### src/rtl/fp16_pkg.sv
// Shared binary16 definitions for the FP16 divider and multiplier.
// Latency: n/a (constants, types and pure functions only).
// Backpressure: n/a.
package fp16_pkg;

  localparam int          BIAS    = 15;
  localparam logic [4:0]  EXP_INF = 5'h1F;
  localparam logic [15:0] QNAN    = 16'h7E00;

  typedef enum logic [2:0] {
    ST_IDLE,
    ST_LOAD,
    ST_DIV,
    ST_ROUND,
    ST_DONE
  } state_t;

  typedef struct packed {
    logic       sign;
    logic [4:0] exp;
    logic [9:0] frac;
  } fp16_t;

  function automatic logic [15:0] fp16_inf(input logic s);
    return {s, EXP_INF, 10'd0};
  endfunction

  function automatic logic [15:0] fp16_zero(input logic s);
    return {s, 15'd0};
  endfunction

endpackage

### src/rtl/fp16_rne_round.sv
// Normalise a 14-bit quotient/product significand and round to nearest, ties to even.
// Latency: purely combinational.
// Backpressure: none; output follows inputs.
module fp16_rne_round
  import fp16_pkg::*;
(
  input  logic        i_sign,
  input  logic [6:0]  i_exp,
  input  logic [13:0] i_quot,
  input  logic        i_sticky,
  output logic [15:0] o_result
);

  logic              w_norm;
  logic signed [6:0] w_exp_n;
  logic signed [6:0] w_exp_f;
  logic [9:0]        w_mant;
  logic              w_g;
  logic              w_r;
  logic              w_s;
  logic              w_inc;
  logic              w_carry;
  logic [9:0]        w_frac;

  // Normalise (bit 13 is the leading one when set), round, then clamp the exponent range
  always_comb begin
    w_norm  = i_quot[13];
    w_exp_n = w_norm ? $signed(i_exp) : ($signed(i_exp) - 7'sd1);
    w_mant  = w_norm ? i_quot[12:3] : i_quot[11:2];
    w_g     = w_norm ? i_quot[2] : i_quot[1];
    w_r     = w_norm ? i_quot[1] : i_quot[0];
    w_s     = w_norm ? (i_quot[0] | i_sticky) : i_sticky;
    w_inc   = w_g & (w_r | w_s | w_mant[0]);
    // Hidden bit is always 1, so a carry out of the fraction means 10.000..; fraction wraps to 0
    {w_carry, w_frac} = {1'b0, w_mant} + {10'd0, w_inc};
    w_exp_f = w_exp_n + $signed({6'd0, w_carry});
    if (w_exp_f <= 7'sd0) begin
      o_result = fp16_zero(i_sign);
    end else if (w_exp_f >= 7'sd31) begin
      o_result = fp16_inf(i_sign);
    end else begin
      o_result = {i_sign, w_exp_f[4:0], w_frac};
    end
  end

endmodule

### src/rtl/fp16_div.sv
// Binary16 divider: restoring radix-2 significand division with RNE rounding, FTZ.
// Latency: fixed 17 cycles from capture edge to output_update, specials included.
// Backpressure: one request in flight; input_valid is ignored while busy (no queueing).
module fp16_div
  import fp16_pkg::*;
(
  input  logic        clk,
  input  logic        rst,
  input  logic        input_valid,
  input  logic [15:0] data1,
  input  logic [15:0] data2,
  output logic [15:0] datanew,
  output logic        output_update,
  output logic        busy
);

  state_t      r_state;
  fp16_t       r_a;
  fp16_t       r_b;
  logic        r_sign;
  logic [6:0]  r_exp;
  logic [10:0] r_div;
  logic [11:0] r_rem;
  logic [13:0] r_quot;
  logic [3:0]  r_cnt;
  logic        r_special;
  logic [15:0] r_spec_val;
  logic [15:0] r_result;
  logic [15:0] r_datanew;
  logic        r_out_upd;
  logic        r_busy;

  logic        w_zero_a;
  logic        w_zero_b;
  logic        w_inf_a;
  logic        w_inf_b;
  logic        w_nan_a;
  logic        w_nan_b;
  logic        w_sign;
  logic [6:0]  w_exp;
  logic        w_special;
  logic [15:0] w_spec_val;
  logic [12:0] w_trial;
  logic        w_ge;
  logic [11:0] w_rem_keep;
  logic        w_sticky;
  logic [15:0] w_round;

  // Operand classification and exponent/sign for the LOAD cycle; subnormals count as zero
  always_comb begin
    w_zero_a   = (r_a.exp == 5'd0);
    w_zero_b   = (r_b.exp == 5'd0);
    w_inf_a    = (r_a.exp == EXP_INF) && (r_a.frac == 10'd0);
    w_inf_b    = (r_b.exp == EXP_INF) && (r_b.frac == 10'd0);
    w_nan_a    = (r_a.exp == EXP_INF) && (r_a.frac != 10'd0);
    w_nan_b    = (r_b.exp == EXP_INF) && (r_b.frac != 10'd0);
    w_sign     = r_a.sign ^ r_b.sign;
    w_exp      = {2'b00, r_a.exp} - {2'b00, r_b.exp} + 7'(BIAS);
    w_special  = 1'b1;
    w_spec_val = QNAN;
    if (w_nan_a || w_nan_b || (w_zero_a && w_zero_b) || (w_inf_a && w_inf_b)) begin
      w_spec_val = QNAN;
    end else if (w_inf_a || w_zero_b) begin
      w_spec_val = fp16_inf(w_sign);
    end else if (w_inf_b || w_zero_a) begin
      w_spec_val = fp16_zero(w_sign);
    end else begin
      w_special  = 1'b0;
      w_spec_val = 16'd0;
    end
  end

  // One restoring step: subtract the divisor if it fits, keep the partial remainder otherwise
  always_comb begin
    w_trial    = {1'b0, r_rem} - {2'b00, r_div};
    w_ge       = ~w_trial[12];
    w_rem_keep = w_ge ? w_trial[11:0] : r_rem;
    w_sticky   = |r_rem;
  end

  fp16_rne_round u_round (
    .i_sign   (r_sign),
    .i_exp    (r_exp),
    .i_quot   (r_quot),
    .i_sticky (w_sticky),
    .o_result (w_round)
  );

  // Control FSM and datapath registers; all outputs are registered
  always_ff @(posedge clk or posedge rst) begin
    if (rst) begin
      r_state    <= ST_IDLE;
      r_a        <= '0;
      r_b        <= '0;
      r_sign     <= 1'b0;
      r_exp      <= 7'd0;
      r_div      <= 11'd0;
      r_rem      <= 12'd0;
      r_quot     <= 14'd0;
      r_cnt      <= 4'd0;
      r_special  <= 1'b0;
      r_spec_val <= 16'd0;
      r_result   <= 16'd0;
      r_datanew  <= 16'd0;
      r_out_upd  <= 1'b0;
      r_busy     <= 1'b0;
    end else begin
      r_out_upd <= 1'b0;
      case (r_state)
        ST_IDLE: begin
          // The cycle carrying output_update still reports busy, so nothing is taken then
          if (r_out_upd) begin
            r_busy <= 1'b0;
          end else if (input_valid && !r_busy) begin
            r_a     <= data1;
            r_b     <= data2;
            r_busy  <= 1'b1;
            r_state <= ST_LOAD;
          end
        end
        ST_LOAD: begin
          r_sign     <= w_sign;
          r_exp      <= w_exp;
          r_special  <= w_special;
          r_spec_val <= w_spec_val;
          r_div      <= {1'b1, r_b.frac};
          r_rem      <= {2'b01, r_a.frac};
          r_quot     <= 14'd0;
          r_cnt      <= 4'd0;
          r_state    <= ST_DIV;
        end
        ST_DIV: begin
          r_quot <= {r_quot[12:0], w_ge};
          r_rem  <= w_rem_keep << 1;
          r_cnt  <= r_cnt + 4'd1;
          if (r_cnt == 4'd13) begin
            r_state <= ST_ROUND;
          end
        end
        ST_ROUND: begin
          r_result <= r_special ? r_spec_val : w_round;
          r_state  <= ST_DONE;
        end
        ST_DONE: begin
          r_datanew <= r_result;
          r_out_upd <= 1'b1;
          r_state   <= ST_IDLE;
        end
        default: r_state <= ST_IDLE;
      endcase
    end
  end

  assign datanew       = r_datanew;
  assign output_update = r_out_upd;
  assign busy          = r_busy;

endmodule

### config.mk
export PLATFORM = sky130hd
export DESIGN_NAME = fp16_div
export DESIGN_NICKNAME = d
export VERILOG_FILES = /design/src/rtl/fp16_pkg.sv /design/src/rtl/fp16_rne_round.sv /design/src/rtl/fp16_div.sv
export SDC_FILE = /design/constraint.sdc
export NUM_CORES = 1
export LEC_CHECK = 0
export CORE_MARGIN = 4
export CORE_UTILIZATION = 40
export DETAILED_ROUTE_END_ITERATION = 7
export DONT_BUFFER_PORTS = 1
export GPL_TIMING_DRIVEN = 0
export PLACE_DENSITY = 0.6
export SETUP_SLACK_MARGIN = 0.02
export SLEW_MARGIN = 10
export SYNTH_ARGS = -nofsm -noshare
export SYNTH_HDL_FRONTEND = slang
export SYNTH_SLANG_ARGS = --single-unit
### constraint.sdc
create_clock -name clk -period 11.21 [get_ports clk]
set_input_delay 1.121 -clock clk [delete_from_list [all_inputs] [get_ports clk]]
set_output_delay 1.121 -clock clk [all_outputs]
set_load 0.1 [all_outputs]
==> summary.md, run 1 <==
| Metric | Value |
|---|---|
| Status | complete, no violations |
| Vias in the first global route | 4998 |
| Vias | 4786 |
| Detail Route Antenna Nets | 0 |
| Crit-path max FO | 10 |
| Cell Pwr Density | 317 nW/µm² |
| Tmin final | 5.59 ns |
| Worst Path Buf+Inv | 4 |
| CTS Buf Count | 17 |
| Syn nets | 700 |
| GR Util All Layers | 17.2% |
| Compound-Gate Fraction of Synth Area | 15.5% |
| Post-synth top area share | 46.6% |
| Htree depth | 4 |
| Clock Latency Late Sink | 0.41 ns |
| Final setup viols | 0 |
| Worst path top cell family by delay | simple AND/OR/NAND/NOR gates |
| Synth Register Bits | 122 |
| Detailed Route WL | 14900 µm |
| GR Overflow Total | 0 |
| CTS Hold Buffers Added | 0 |
| Setup Fix Bufs, Post-CTS | 0 |
| Syn avg cell area | 10.2 µm² |
| Leakage | 3.22 nW |
| Area delta synth->final | 13.8% |
| Slew Viols, Final | 0 |
| Mux cell area share after synthesis | 9.95% |
| Worst path arrival time | 5.86 ns |
| Cells resized by post-CTS repair | 0 |
| Fillers | 1507 |
| Drt drc | 0 |
| Slew HR | 32.2% |
| Adder-Cell Fraction of Synth Area | 5.00% |
| Multi-input gate area | 3270 µm² |
| Total area of sequential cells | 3050 µm² |
| Global-route wire length before repair | 25300 µm |
| DP HPWL | 11000 µm |
| Worst Skew | 0.00846 ns |
| Rows | 46 |
| Xor/xnor cell area share of the yosys netlist | 3.48% |
| Synth area leaders | dfrtp_1 47%, mux2_2 8.4%, nand2_1 4.8% |
| Num ports | 53 |
| FMAX | 0.179 GHz |
| Worst path slowest cell | or4_1 |
| Clock-pin slew on the worst setup and hold paths | 0.05 ns |
| Final instance area | 7460 µm² |
| Ant diodes | 0 |
| Ys Warns | 0 |
| DRT iter0 DRCs | 244 |
| Share of layout cells above drive strength 1 | 15.2% |
| Ys flop type | dfrtp_1 |
| Post-DP Area | 6860 µm² |
| CTS tree | built |
| Hold slack | 0.471 ns |
| Final hold vios | 0 |
| Root Driver | clkbuf_16 |
| Hold WC Path Type | flop to flop |
| Commonest cells after routing, fill and taps aside | 122 x dfrtp_1, 83 x nand2_1, 49 x mux2_2, 36 x o21ai_0, 31 x nor2_1 |
| Clock Sinks | 122 |
| CP endpoint kind | flop |
| Setup tns final | 0 ns |
| Synth Instances | 640 |
| Unique masters post-synth | 69 |
| Most common cell after layout, fill and taps aside | dfrtp_1 |
| Layout Nets | 720 |
| RSZ-0062 raised after global routing | false |
| Die X | 136 µm |
| Crit Path Category | flop to flop |
| Largest net degree at the start of global routing | 91 |
| CP Launch Type | flop |
| Initial Util | 41.1% |
| Post-DR vias/cell | 5.40 |
| Final period util | 49.8% |
| Post-synth EDFFs | 0 |
| Core area | 15900 µm² |
| Peak VDD IR | 0.000143 V |
| RR Startpoint | r_quot[13] |
| Ys async rst share | 100% |
| Max clock buf depth | 2 |
| Largest family of logic cells by synthesized area | simple AND/OR/NAND/NOR gates |
| DR WL/cell | 16.8 µm |
| Chip height | 136 µm |
| Max-Cap Viols | 0 |
| Initial antenna violation count | 0 |
| Synth Area in Simple Gates | 16.0% |
| Port Buffers | 0 |
| Critical Path, Cell by Cell | buf_4 -> clkbuf_1 -> clkbuf_1 -> clkbuf_1 -> nand2_1 -> a21boi_0 -> ha_1 -> nand3_1 -> nor2_1 -> and3_1 -> nand2_1 -> nor3b_1 -> ha_1 -> ha_1 -> nand2_1 -> or4_1 -> a2111o_1 -> nand3_4 -> o41ai_2 |
| Crit path from | r_quot[13] |
| GPL Wtd Cong | 0.841 |
| DRT Pass-1 Iters | 4 |
| Synth area leader | dfrtp_1 |
| Mapped Area | 6550 µm² |
| Hold_sp | r_div[10] |
| Die footprint | 18500 µm² |
| Seq/Total Area, Yosys | 46.6% |
| Slowest Stage Delay on Critical Path | 0.55 ns |
| Slew of the pin with the lowest slew margin | 1.02 ns |
| Worst path required time | 11.48 ns |
worst register-to-register path, delay by kind of cell (launching register included):
family / cells / cell delay, ns
AOI/OAI and AO/OA: 3 / 0.80
buffers and inverters: 4 / 1.60
and+or+nand+nor: 9 / 1.88
DFF: 1 / 0.38
adders and majority gates: 3 / 0.80
kinds of logic after synthesis:
group,after synthesis
mux,59
fa+ha+maj,25
flops,122
compound gates,145
xor+xnor,26
buf+inv,58
simple gates,205
through the flow:
stage	utilization (%)	total power (W)	setup WS, ns	std cells
after detailed placement	43.0	0.00180	5.63	857
final	46.8	0.00236	5.62	887
after global routing	46.8	0.00255	5.16	887
after CTS	46.8	0.00237	5.61	887
after floorplan	-	0.00156	6.58	640
after global placement	42.8	0.00176	5.70	856
synthesized netlist by cell type (12+ instances only):
| cell | count |
|---|---|
| dfrtp_1 | 122 |
| nand2_1 | 83 |
| mux2_2 | 49 |
| o21ai_0 | 36 |
| nor2_1 | 31 |
| inv_1 | 29 |
| a21oi_1 | 28 |
| ha_1 | 23 |
| xnor2_1 | 21 |
| clkbuf_1 | 19 |
| nand3_1 | 16 |
| a22o_1 | 12 |
power by group:
part | switching (W) | total [W] | leakage [nW] | internal, W
Clock | 0.000188 | 0.000561 | 0.293 | 0.000373
Sequential | 0.000202 | 0.000799 | 1.57 | 0.000596
Combinational | 0.000566 | 0.00100 | 1.37 | 0.000438
Total | 0.000956 | 0.00236 | 3.22 | 0.00141
path summary, 6_finish.rpt:
| check | to | slack, ns | cells after the start |
|---|---|---|---|
| min in group asynchronous | datanew[0] | 0.54 | 1 |
| worst max register to register | r_result[6] | 5.62 | 19 |
| worst min-delay path | r_div[10] | 0.47 | 2 |
| max in group asynchronous | r_div[4] | 9.92 | 2 |
| worst min register to register | r_div[10] | 0.47 | 2 |
| worst max-delay path | r_result[6] | 5.62 | 19 |
state kept, by name (all words and copies together) (netlist names), 3 cells and up:
| register | count |
|---|---|
| r_rem | 12 |
| r_exp | 7 |
| r_result | 16 |
| r_div | 11 |
| r_a | 16 |
| r_spec_val | 3 |
| r_cnt | 4 |
| datanew | 16 |
| r_state | 3 |
| r_quot | 14 |
| r_b | 16 |
routing by layer:
layer | track usage [%] | vias to the layer above | share of wire (%)
li1 | - | 2347 | -
met1 | 23.0 | 2313 | 47
met2 | 26.5 | 110 | 46
met3 | 5.63 | 16 | 6.0
met4 | 5.21 | 0 | 1.1
met5 | 0 | - | 0
area by class of cell:
class | count | area share [%]
buffer | 28 | 1.58
clock buffer | 21 | 6.04
clock inverter | 9 | 1.98
inverter | 30 | 1.58
multi-input combinational | 460 | 43.9
sequential | 122 | 40.9
tap | 216 | 3.62
timing repair buffer | 1 | 0.369
No activity file was read; power rests on OpenSTA's default activity.
==> run 2: changes to the inputs <==
--- a/config.mk
+++ b/config.mk
@@ -5,6 +5,7 @@
 export SDC_FILE = /design/constraint.sdc
 export NUM_CORES = 1
 export LEC_CHECK = 0
+export ABC_AREA = 1
 export CORE_MARGIN = 4
 export CORE_UTILIZATION = 40
 export DETAILED_ROUTE_END_ITERATION = 7
==> constraint.sdc (replaced) <==
create_clock -name clk -period 5.7 [get_ports clk]
set_input_delay 0.57 -clock clk [delete_from_list [all_inputs] [get_ports clk]]
set_output_delay 0.57 -clock clk [all_outputs]
set_load 0.1 [all_outputs]
==> summary.md, run 2 <==
| Metric | Value |
|---|---|
| Area delta synth->final | 13.7% (was 13.8%) |
| Final setup viols | 0 (unchanged) |
| Syn nets | 844 (was 700) |
| Largest net degree at the start of global routing | 70 (was 91) |
| GPL Wtd Cong | 0.823 (was 0.841) |
| Psw | 0.000420 W (was 0.000956 W) |
| Rows | 46 (unchanged) |
| Syn avg cell area | 8.28 µm² (was 10.2 µm²) |
| Clock share of power | 54.5% (was 23.7%) |
| Fin worst setup slack | 1.92 ns (was 5.62 ns) |
| Ys flop type | dfrtp_1 (unchanged) |
| Mapped Area | 6490 µm² (was 6550 µm²) |
| Synth Register Bits | 122 (unchanged) |
| Chip height | 135 µm (was 136 µm) |
| CTS Hold Buffers Added | 0 (unchanged) |
| Peak VDD IR | 0.000277 V (was 0.000143 V) |
| Ys Warns | 0 (unchanged) |
| R2r endpoint | r_result[1] (was r_result[6]) |
| Tmin final | 3.78 ns (was 5.59 ns) |
| Synth area leader | dfrtp_1 (unchanged) |
| GR Util All Layers | 16.9% (was 17.2%) |
| P_int | 0.00152 W (was 0.00141 W) |
| Htree depth | 4 (unchanged) |
| Max-Cap Viols | 0 (unchanged) |
| Logic gate share of total power | 1.0% (was 42.5%) |
| CTS tree | built (unchanged) |
| RR Startpoint | r_quot[13] (unchanged) |
| Crit Path Category | flop to flop (unchanged) |
| Final hold vios | 0 (unchanged) |
| DRT Pass-1 Iters | 4 (unchanged) |
| DR WL/cell | 14.0 µm (was 16.8 µm) |
| Sw Ratio | 21.6% (was 40.4%) |
| Die footprint | 18300 µm² (was 18500 µm²) |
| Detail Route Antenna Nets | 0 (unchanged) |
| Vias | 5022 (was 4786) |
| Cell Pwr Density | 264 nW/µm² (was 317 nW/µm²) |
| Detailed Route WL | 14400 µm (was 14900 µm) |
| Final instance area | 7380 µm² (was 7460 µm²) |
| Num ports | 53 (unchanged) |
| Hold WC Path Type | input port to async pin (was flop to flop) |
| Leakage | 3.58 nW (was 3.22 nW) |
| Cells resized by post-CTS repair | 0 (unchanged) |
| Worst path arrival time | 4.06 ns (was 5.86 ns) |
| Synth area leaders | dfrtp_1 47%, nand2_1 9.4%, inv_1 5.9% (was dfrtp_1 47%, mux2_2 8.4%, nand2_1 4.8%) |
| Ant diodes | 0 (unchanged) |
| Finished Core Util | 46.4% (was 46.8%) |
| Post-DR vias/cell | 4.86 (was 5.40) |
| Ys async rst share | 100% (unchanged) |
| Post-synth EDFFs | 0 (unchanged) |
| Layout Nets | 864 (was 720) |
| Slew HR | 36.8% (was 32.2%) |
| DRT iter0 DRCs | 261 (was 244) |
| Crit-path max FO | 10 (unchanged) |
| Drt drc | 0 (unchanged) |
| Most frequent cell after synthesis | nand2_1 (was dfrtp_1) |
| Global-route wire length before repair | 24600 µm (was 25300 µm) |
| Die X | 135 µm (was 136 µm) |
| Slew Viols, Final | 0 (unchanged) |
| Top post-synthesis cells by count | 162 x nand2_1, 122 x dfrtp_1, 102 x inv_1 (was 122 x dfrtp_1, 83 x nand2_1, 49 x mux2_2) |
| Tot Pwr | 0.00194 W (was 0.00236 W) |
| Fillers | 1615 (was 1507) |
| Reg2reg path depth | 24 (was 19) |
| Seq pwr share | 44.6% (was 33.8%) |
| Setup tns final | 0 ns (unchanged) |
| Clock-pin slew on the worst setup and hold paths | 0.06 ns (was 0.05 ns) |
| Post-DP Area | 6790 µm² (was 6860 µm²) |
| RSZ-0062 raised after global routing | false (unchanged) |
| Status | complete, no violations (unchanged) |
| DP HPWL | 10800 µm (was 11000 µm) |
| CP endpoint kind | flop (unchanged) |
| Share of layout cells above drive strength 1 | 10.4% (was 15.2%) |
| GR Overflow Total | 0 (unchanged) |
| Worst Skew | 0.00830 ns (was 0.00846 ns) |
| Unique masters post-synth | 44 (was 69) |
| Port Buffers | 0 (unchanged) |
| CP Launch Type | flop (unchanged) |
| Synth Instances | 784 (was 640) |
| Initial antenna violation count | 2 (was 0) |
| Seq/Total Area, Yosys | 47.0% (was 46.6%) |
| Root Driver | clkbuf_16 (unchanged) |
| CTS Buf Count | 17 (unchanged) |
| FMAX | 0.265 GHz (was 0.179 GHz) |
| Post-Place Setup Slack | 1.91 ns (was 5.63 ns) |
| Clock Sinks | 122 (unchanged) |
| FF-to-FF setup slack | 1.92 ns (was 5.62 ns) |
| Most common cell after layout, fill and taps aside | nand2_1 (was dfrtp_1) |
| Vias in the first global route | 5000 (was 4998) |
| Max clock buf depth | 2 (unchanged) |
| Initial Util | 40.8% (was 41.1%) |
| Clock Latency Late Sink | 0.42 ns (was 0.41 ns) |
| Core area | 15900 µm² (about the same) |
| Final period util | 66.3% (was 49.8%) |
| Worst path required time | 5.98 ns (was 11.48 ns) |
| Post-synth top area share | 47.0% (was 46.6%) |
| Slew of the pin with the lowest slew margin | 0.948 ns (was 1.02 ns) |
| Commonest cells after routing, fill and taps aside | 162 x nand2_1, 122 x dfrtp_1, 101 x inv_1, 81 x nor2_1, 61 x o21ai_0 (was 122 x dfrtp_1, 83 x nand2_1, 49 x mux2_2, 36 x o21ai_0, 31 x nor2_1) |
| Setup Fix Bufs, Post-CTS | 0 (unchanged) |
-- run 2: changes by cell type in the layout (fill, tap and decap cells not counted), moves of 12 or more --
cell     delta
nand2_1    +79
inv_1      +73
nor2_1     +50
mux2_2     -34
o21ai_0    +25
a21oi_1    +24
o22ai_1    +18
xnor2_1    -15
a22o_1     -12
-- run 2: worst max path at each step --
stage | startpoint | endpoint | slack [ns] | depth (start not counted)
6_report | r_quot[13] | r_result[1] | 1.92 | 24
5_1_grt | r_quot[13] | r_result[8] | 1.59 | 24
4_1_cts | r_quot[13] | r_result[1] | 1.89 | 24
3_5_place_dp | r_quot[13] | r_result[1] | 1.91 | 24
3_3_place_gp | rst | r_b[14] | 0.37 | 1
2_1_floorplan | rst | busy | 1.89 | 1
-- run 2: critical path, cell delays in order (launching register included) --
cell     delay, ns
dfrtp_1       0.37
buf_6         0.15
buf_4         0.17
o21ai_0       0.26
nand2_1       0.16
inv_1         0.13
ha_1          0.19
nand2_1       0.10
nor2_1        0.12
nand2_1       0.08
nor2_1        0.10
nand2_1       0.06
or2_1         0.22
nor2_1        0.13
ha_1          0.19
ha_1          0.17
inv_1         0.06
a21oi_2       0.14
nand3_2       0.10
nand2_1       0.13
nand3_1       0.09
nor2_2        0.23
nor2_4        0.07
nand3_4       0.13
o22ai_1       0.09
-- run 2: through the flow --
| stage | hold WS [ns] | instances |
|---|---|---|
| 6_report | 0.0629 | 1033 |
| 5_1_grt | 0.0981 | 1033 |
| 4_1_cts | 0.0732 | 1033 |
| 3_5_place_dp | 0.447 | 1001 |
| 3_3_place_gp | 0.442 | 1000 |
| 2_1_floorplan | 0.426 | 784 |
-- run 2: routing by layer --
layer  global-route usage (%)  vias to the layer above  wire, µm
li1                         -                     2614         -
met1                     22.5                     2304      6980
met2                     26.4                       86      6490
met3                     5.57                       14       775
met4                     5.04                        4       154
met5                        0                        -        25
-- run 2: power groups by stage --
| stage | sequential, W | combinational (W) | clock (W) |
|---|---|---|---|
| after global routing | 0.000866 | 0.0000232 | 0.00112 |
| after detailed placement | 0.000882 | 0.0000208 | 0 |
| after CTS | 0.000866 | 0.0000208 | 0.00108 |
| final | 0.000867 | 0.0000190 | 0.00106 |
| after global placement | 0.000882 | 0.0000181 | 0 |
| after floorplan | 0.000882 | 0.0000127 | 0 |
-- run 2: kinds of logic after synthesis --
group                    count (synthesis)  synth area share, %
AO/OA/AOI/OAI                          166                 14.7
XOR/XNOR                                17                 2.29
adder cells (fa/ha/maj)                 25                 5.05
buffers and inverters                  129                 7.71
flip-flops                             122                 47.0
multiplexers                            15                 2.60
AND/OR/NAND/NOR                        310                 20.6
-- run 2: area by class of cell --
| class | count | area (µm²) | share of cell area (%) |
|---|---|---|---|
| inverters | 106 | 403 | 5.46 |
| plain buffers | 23 | 103 | 1.39 |
| clock inverters | 14 | 148 | 2.00 |
| flip-flops and latches | 122 | 3050 | 41.4 |
| repair buffers | 1 | 27.5 | 0.373 |
| multi-input cells | 533 | 2940 | 39.8 |
| clock buffers | 18 | 439 | 5.95 |
| well taps | 216 | 270 | 3.66 |
==> run 3: changes to the inputs <==
--- a/config.mk
+++ b/config.mk
@@ -5,13 +5,13 @@
 export SDC_FILE = /design/constraint.sdc
 export NUM_CORES = 1
 export LEC_CHECK = 0
-export ABC_AREA = 1
+export ABC_AREA = 0
 export CORE_MARGIN = 4
 export CORE_UTILIZATION = 40
 export DETAILED_ROUTE_END_ITERATION = 7
 export DONT_BUFFER_PORTS = 1
 export GPL_TIMING_DRIVEN = 0
-export PLACE_DENSITY = 0.6
+export PLACE_DENSITY = 0.62
 export SETUP_SLACK_MARGIN = 0.02
 export SLEW_MARGIN = 10
 export SYNTH_ARGS = -nofsm -noshare
==> constraint.sdc (replaced) <==
create_clock -name clk -period 3.1 [get_ports clk]
set_input_delay 0.31 -clock clk [delete_from_list [all_inputs] [get_ports clk]]
set_output_delay 0.31 -clock clk [all_outputs]
set_load 0.1 [all_outputs]
==> summary.md, run 3 (same netlist as run 1, synthesis figures left out) <==
| Metric | Value |
|---|---|
| Hold WC Path Type | input port to flop (was input port to async pin) |
| Chip height | 136 µm (was 135 µm) |
| Final setup viols | 15 (was 0) |
| Inst Count DP | 859 (was 1001) |
| Largest net degree at the start of global routing | 41 (was 70) |
| Drt drc | 0 (unchanged) |
| P_int | 0.00532 W (was 0.00152 W) |
| DRT iter0 DRCs | 219 (was 261) |
| Failing checks | setup timing |
| GPL Wtd Cong | 0.825 (was 0.823) |
| Fin worst setup slack | -0.518 ns (was 1.92 ns) |
| GR Util All Layers | 17.2% (was 16.9%) |
| Most common cell after layout, fill and taps aside | dfrtp_1 (was nand2_1) |
| Slowest Stage Delay on Critical Path | 0.49 ns (was 0.37 ns) |
| Final period util | 117% (was 66.3%) |
| Worst Skew | 0.00790 ns (was 0.00830 ns) |
| Final hold vios | 0 (unchanged) |
| Die footprint | 18500 µm² (was 18300 µm²) |
| Slew of the pin with the lowest slew margin | 1.02 ns (was 0.948 ns) |
| Setup tns final | -5.67 ns (was 0 ns) |
| Rows | 46 (unchanged) |
| Ant diodes | 0 (unchanged) |
| Commonest cells after routing, fill and taps aside | 122 x dfrtp_1, 79 x nand2_1, 48 x mux2_2, 32 x o21ai_0, 30 x nor2_1 (was 162 x nand2_1, 122 x dfrtp_1, 101 x inv_1, 81 x nor2_1, 61 x o21ai_0) |
| Clock-pin slew on the worst setup and hold paths | 0.06 ns (about the same) |
| FMAX | 0.276 GHz (was 0.265 GHz) |
| Crit Path Category | flop to flop (unchanged) |
| Vias | 5011 (was 5022) |
| Critical Path, Cell by Cell | clkbuf_16 -> clkbuf_16 -> nand2_8 -> a21boi_4 -> ha_4 -> nand3_4 -> nor2_4 -> and3_4 -> nand2_4 -> nor3b_4 -> ha_4 -> buf_6 -> o31ai_4 -> or4_4 -> a2111o_1 -> nand3_4 -> o41ai_2 (was buf_6 -> buf_4 -> o21ai_0 -> nand2_1 -> inv_1 -> ha_1 -> nand2_1 -> nor2_1 -> nand2_1 -> nor2_1 -> nand2_1 -> or2_1 -> nor2_1 -> ha_1 -> ha_1 -> inv_1 -> a21oi_2 -> nand3_2 -> nand2_1 -> nand3_1 -> nor2_2 -> nor2_4 -> nand3_4 -> o22ai_1) |
| Worst path required time | 3.37 ns (was 5.98 ns) |
| Share of layout cells above drive strength 1 | 21.7% (was 10.4%) |
| Leakage | 3.43 nW (was 3.58 nW) |
| Max-Cap Viols | 0 (unchanged) |
| CP Launch Type | flop (unchanged) |
| RSZ-0062 raised after global routing | true (was false) |
| Initial Util | 41.1% (was 40.8%) |
| Crit-path max FO | 5 (was 10) |
| Num ports | 53 (unchanged) |
| Logic gate share of total power | 44.6% (was 1.0%) |
| Hold_sp | data2[6] |
| Post-DR vias/cell | 5.49 (was 4.86) |
| DR WL/cell | 16.7 µm (was 14.0 µm) |
| Seq pwr share | 32.4% (was 44.6%) |
| Crit path from | r_quot[13] (unchanged) |
| Worst path arrival time | 3.89 ns (was 4.06 ns) |
| Non-filler cells, final | 913 (was 1033) |
| Detailed Route WL | 15200 µm (was 14400 µm) |
| Die X | 136 µm (was 135 µm) |
| DP HPWL | 11000 µm (was 10800 µm) |
| Layout Nets | 744 (was 864) |
| Clock Latency Late Sink | 0.42 ns (about the same) |
| GR Overflow Total | 0 (unchanged) |
| Clock share of power | 23.0% (was 54.5%) |
| Status | complete, but fails checks (was complete, no violations) |
| Area delta synth->final | 21.0% (was 13.7%) |
| RR Startpoint | r_quot[13] (unchanged) |
| Max clock buf depth | 2 (unchanged) |
| Peak VDD IR | 0.000656 V (was 0.000277 V) |
| Worst path slowest cell | or4_4 (was dfrtp_1) |
| Core area | 15900 µm² (about the same) |
| Global-route wire length before repair | 25300 µm (was 24600 µm) |
| CTS tree | built (unchanged) |
| Clock Sinks | 122 (unchanged) |
| Psw | 0.00365 W (was 0.000420 W) |
| Vias in the first global route | 5084 (was 5000) |
| CP endpoint kind | flop (unchanged) |
| DRT Pass-1 Iters | 5 (was 4) |
| Tmin final | 3.62 ns (was 3.78 ns) |
| Detail Route Antenna Nets | 0 (unchanged) |
| Htree depth | 4 (unchanged) |
| Cell Pwr Density | 1130 nW/µm² (was 264 nW/µm²) |
| Port Buffers | 0 (unchanged) |
| Initial antenna violation count | 0 (was 2) |
| Slew Viols, Final | 0 (unchanged) |
| Sw Ratio | 40.7% (was 21.6%) |
| Root Driver | clkbuf_16 (unchanged) |
| Slew HR | 31.9% (was 36.8%) |
| CTS Buf Count | 17 (unchanged) |
## run 3: changes by cell type in the layout (fill, tap and decap cells not counted), sizes merged, moves of 10 or more
cell    delta
nand2b    +10
nand2     -85
inv       -78
o21ai     -22
a21oi     -25
o22ai     -23
xnor2     +15
a22o      +12
nor2      -56
buf       +26
mux2i     +10
mux2      +34
## run 3: final timing paths
check	depth (start not counted)	endpoint	slack, ns
hold / removal	1	r_b[6]	0.04
setup / recovery	17	r_result[6]	-0.52
min in group asynchronous	2	r_rem[7]	0.36
setup reg to reg	17	r_result[6]	-0.52
max in group asynchronous	3	r_cnt[1]	2.23
hold reg to reg	2	r_result[5]	0.48
## run 3: worst max-delay path: cells and delay by family, from the launching register on
kind,cells,cell delay [ns]
AOI/OAI and AO/OA,4,0.80
and+or+nand+nor,8,1.45
adders and majority gates,2,0.36
buffers and inverters,3,0.41
DFF,1,0.44
## run 3: final cells by class
type                    instances  area [µm²]
well taps                     216         270
clock inverters                12         173
plain buffers                  26         150
inverters                      30         116
clock buffers                  20         447
flip-flops and latches        122        3050
fillers                      1474        8020
multi-input cells             461        3470
repair buffers                 26         246
## run 3: power by group through the flow
stage	clock network (W)	registers [W]	logic (W)
2_1_floorplan	0	0.00272	0.00304
3_3_place_gp	0	0.00288	0.00360
3_5_place_dp	0	0.00291	0.00371
4_1_cts	0.00210	0.00289	0.00393
5_1_grt	0.00218	0.00299	0.00448
6_report	0.00207	0.00290	0.00400
## run 3: timing repair
item,in CTS,in global routing
pin swaps,9,14
endpoints found under the hold margin,10,0
endpoints found under the setup margin,15,24
resized for setup,14,8
setup buffers,14,9
cloned,1,0
hold buffers,1,0
## run 3: layer usage
metal | share of wire, % | GRT usage, % | up-vias
li1 | - | - | 2403
met5 | 0 | 0 | -
met4 | 1.5 | 5.49 | 0
met3 | 5.1 | 4.81 | 20
met1 | 47 | 22.7 | 2460
met2 | 47 | 27.5 | 128
## run 3: stage by stage
stage / instance area (µm²) / setup slack (ns) / utilization [%] / hold WS (ns) / power (W)
6_report: 7930 / -0.518 / 49.7 / 0.0399 / 0.00896
5_1_grt: 7930 / -0.643 / 49.7 / 0.0203 / 0.00964
4_1_cts: 7840 / -0.527 / 49.2 / 0.0230 / 0.00892
3_5_place_dp: 7030 / -0.925 / 44.1 / 0.186 / 0.00662
3_3_place_gp: 6970 / -0.914 / 43.7 / 0.448 / 0.00648
2_1_floorplan: 6700 / -0.552 / - / 0.418 / 0.00575
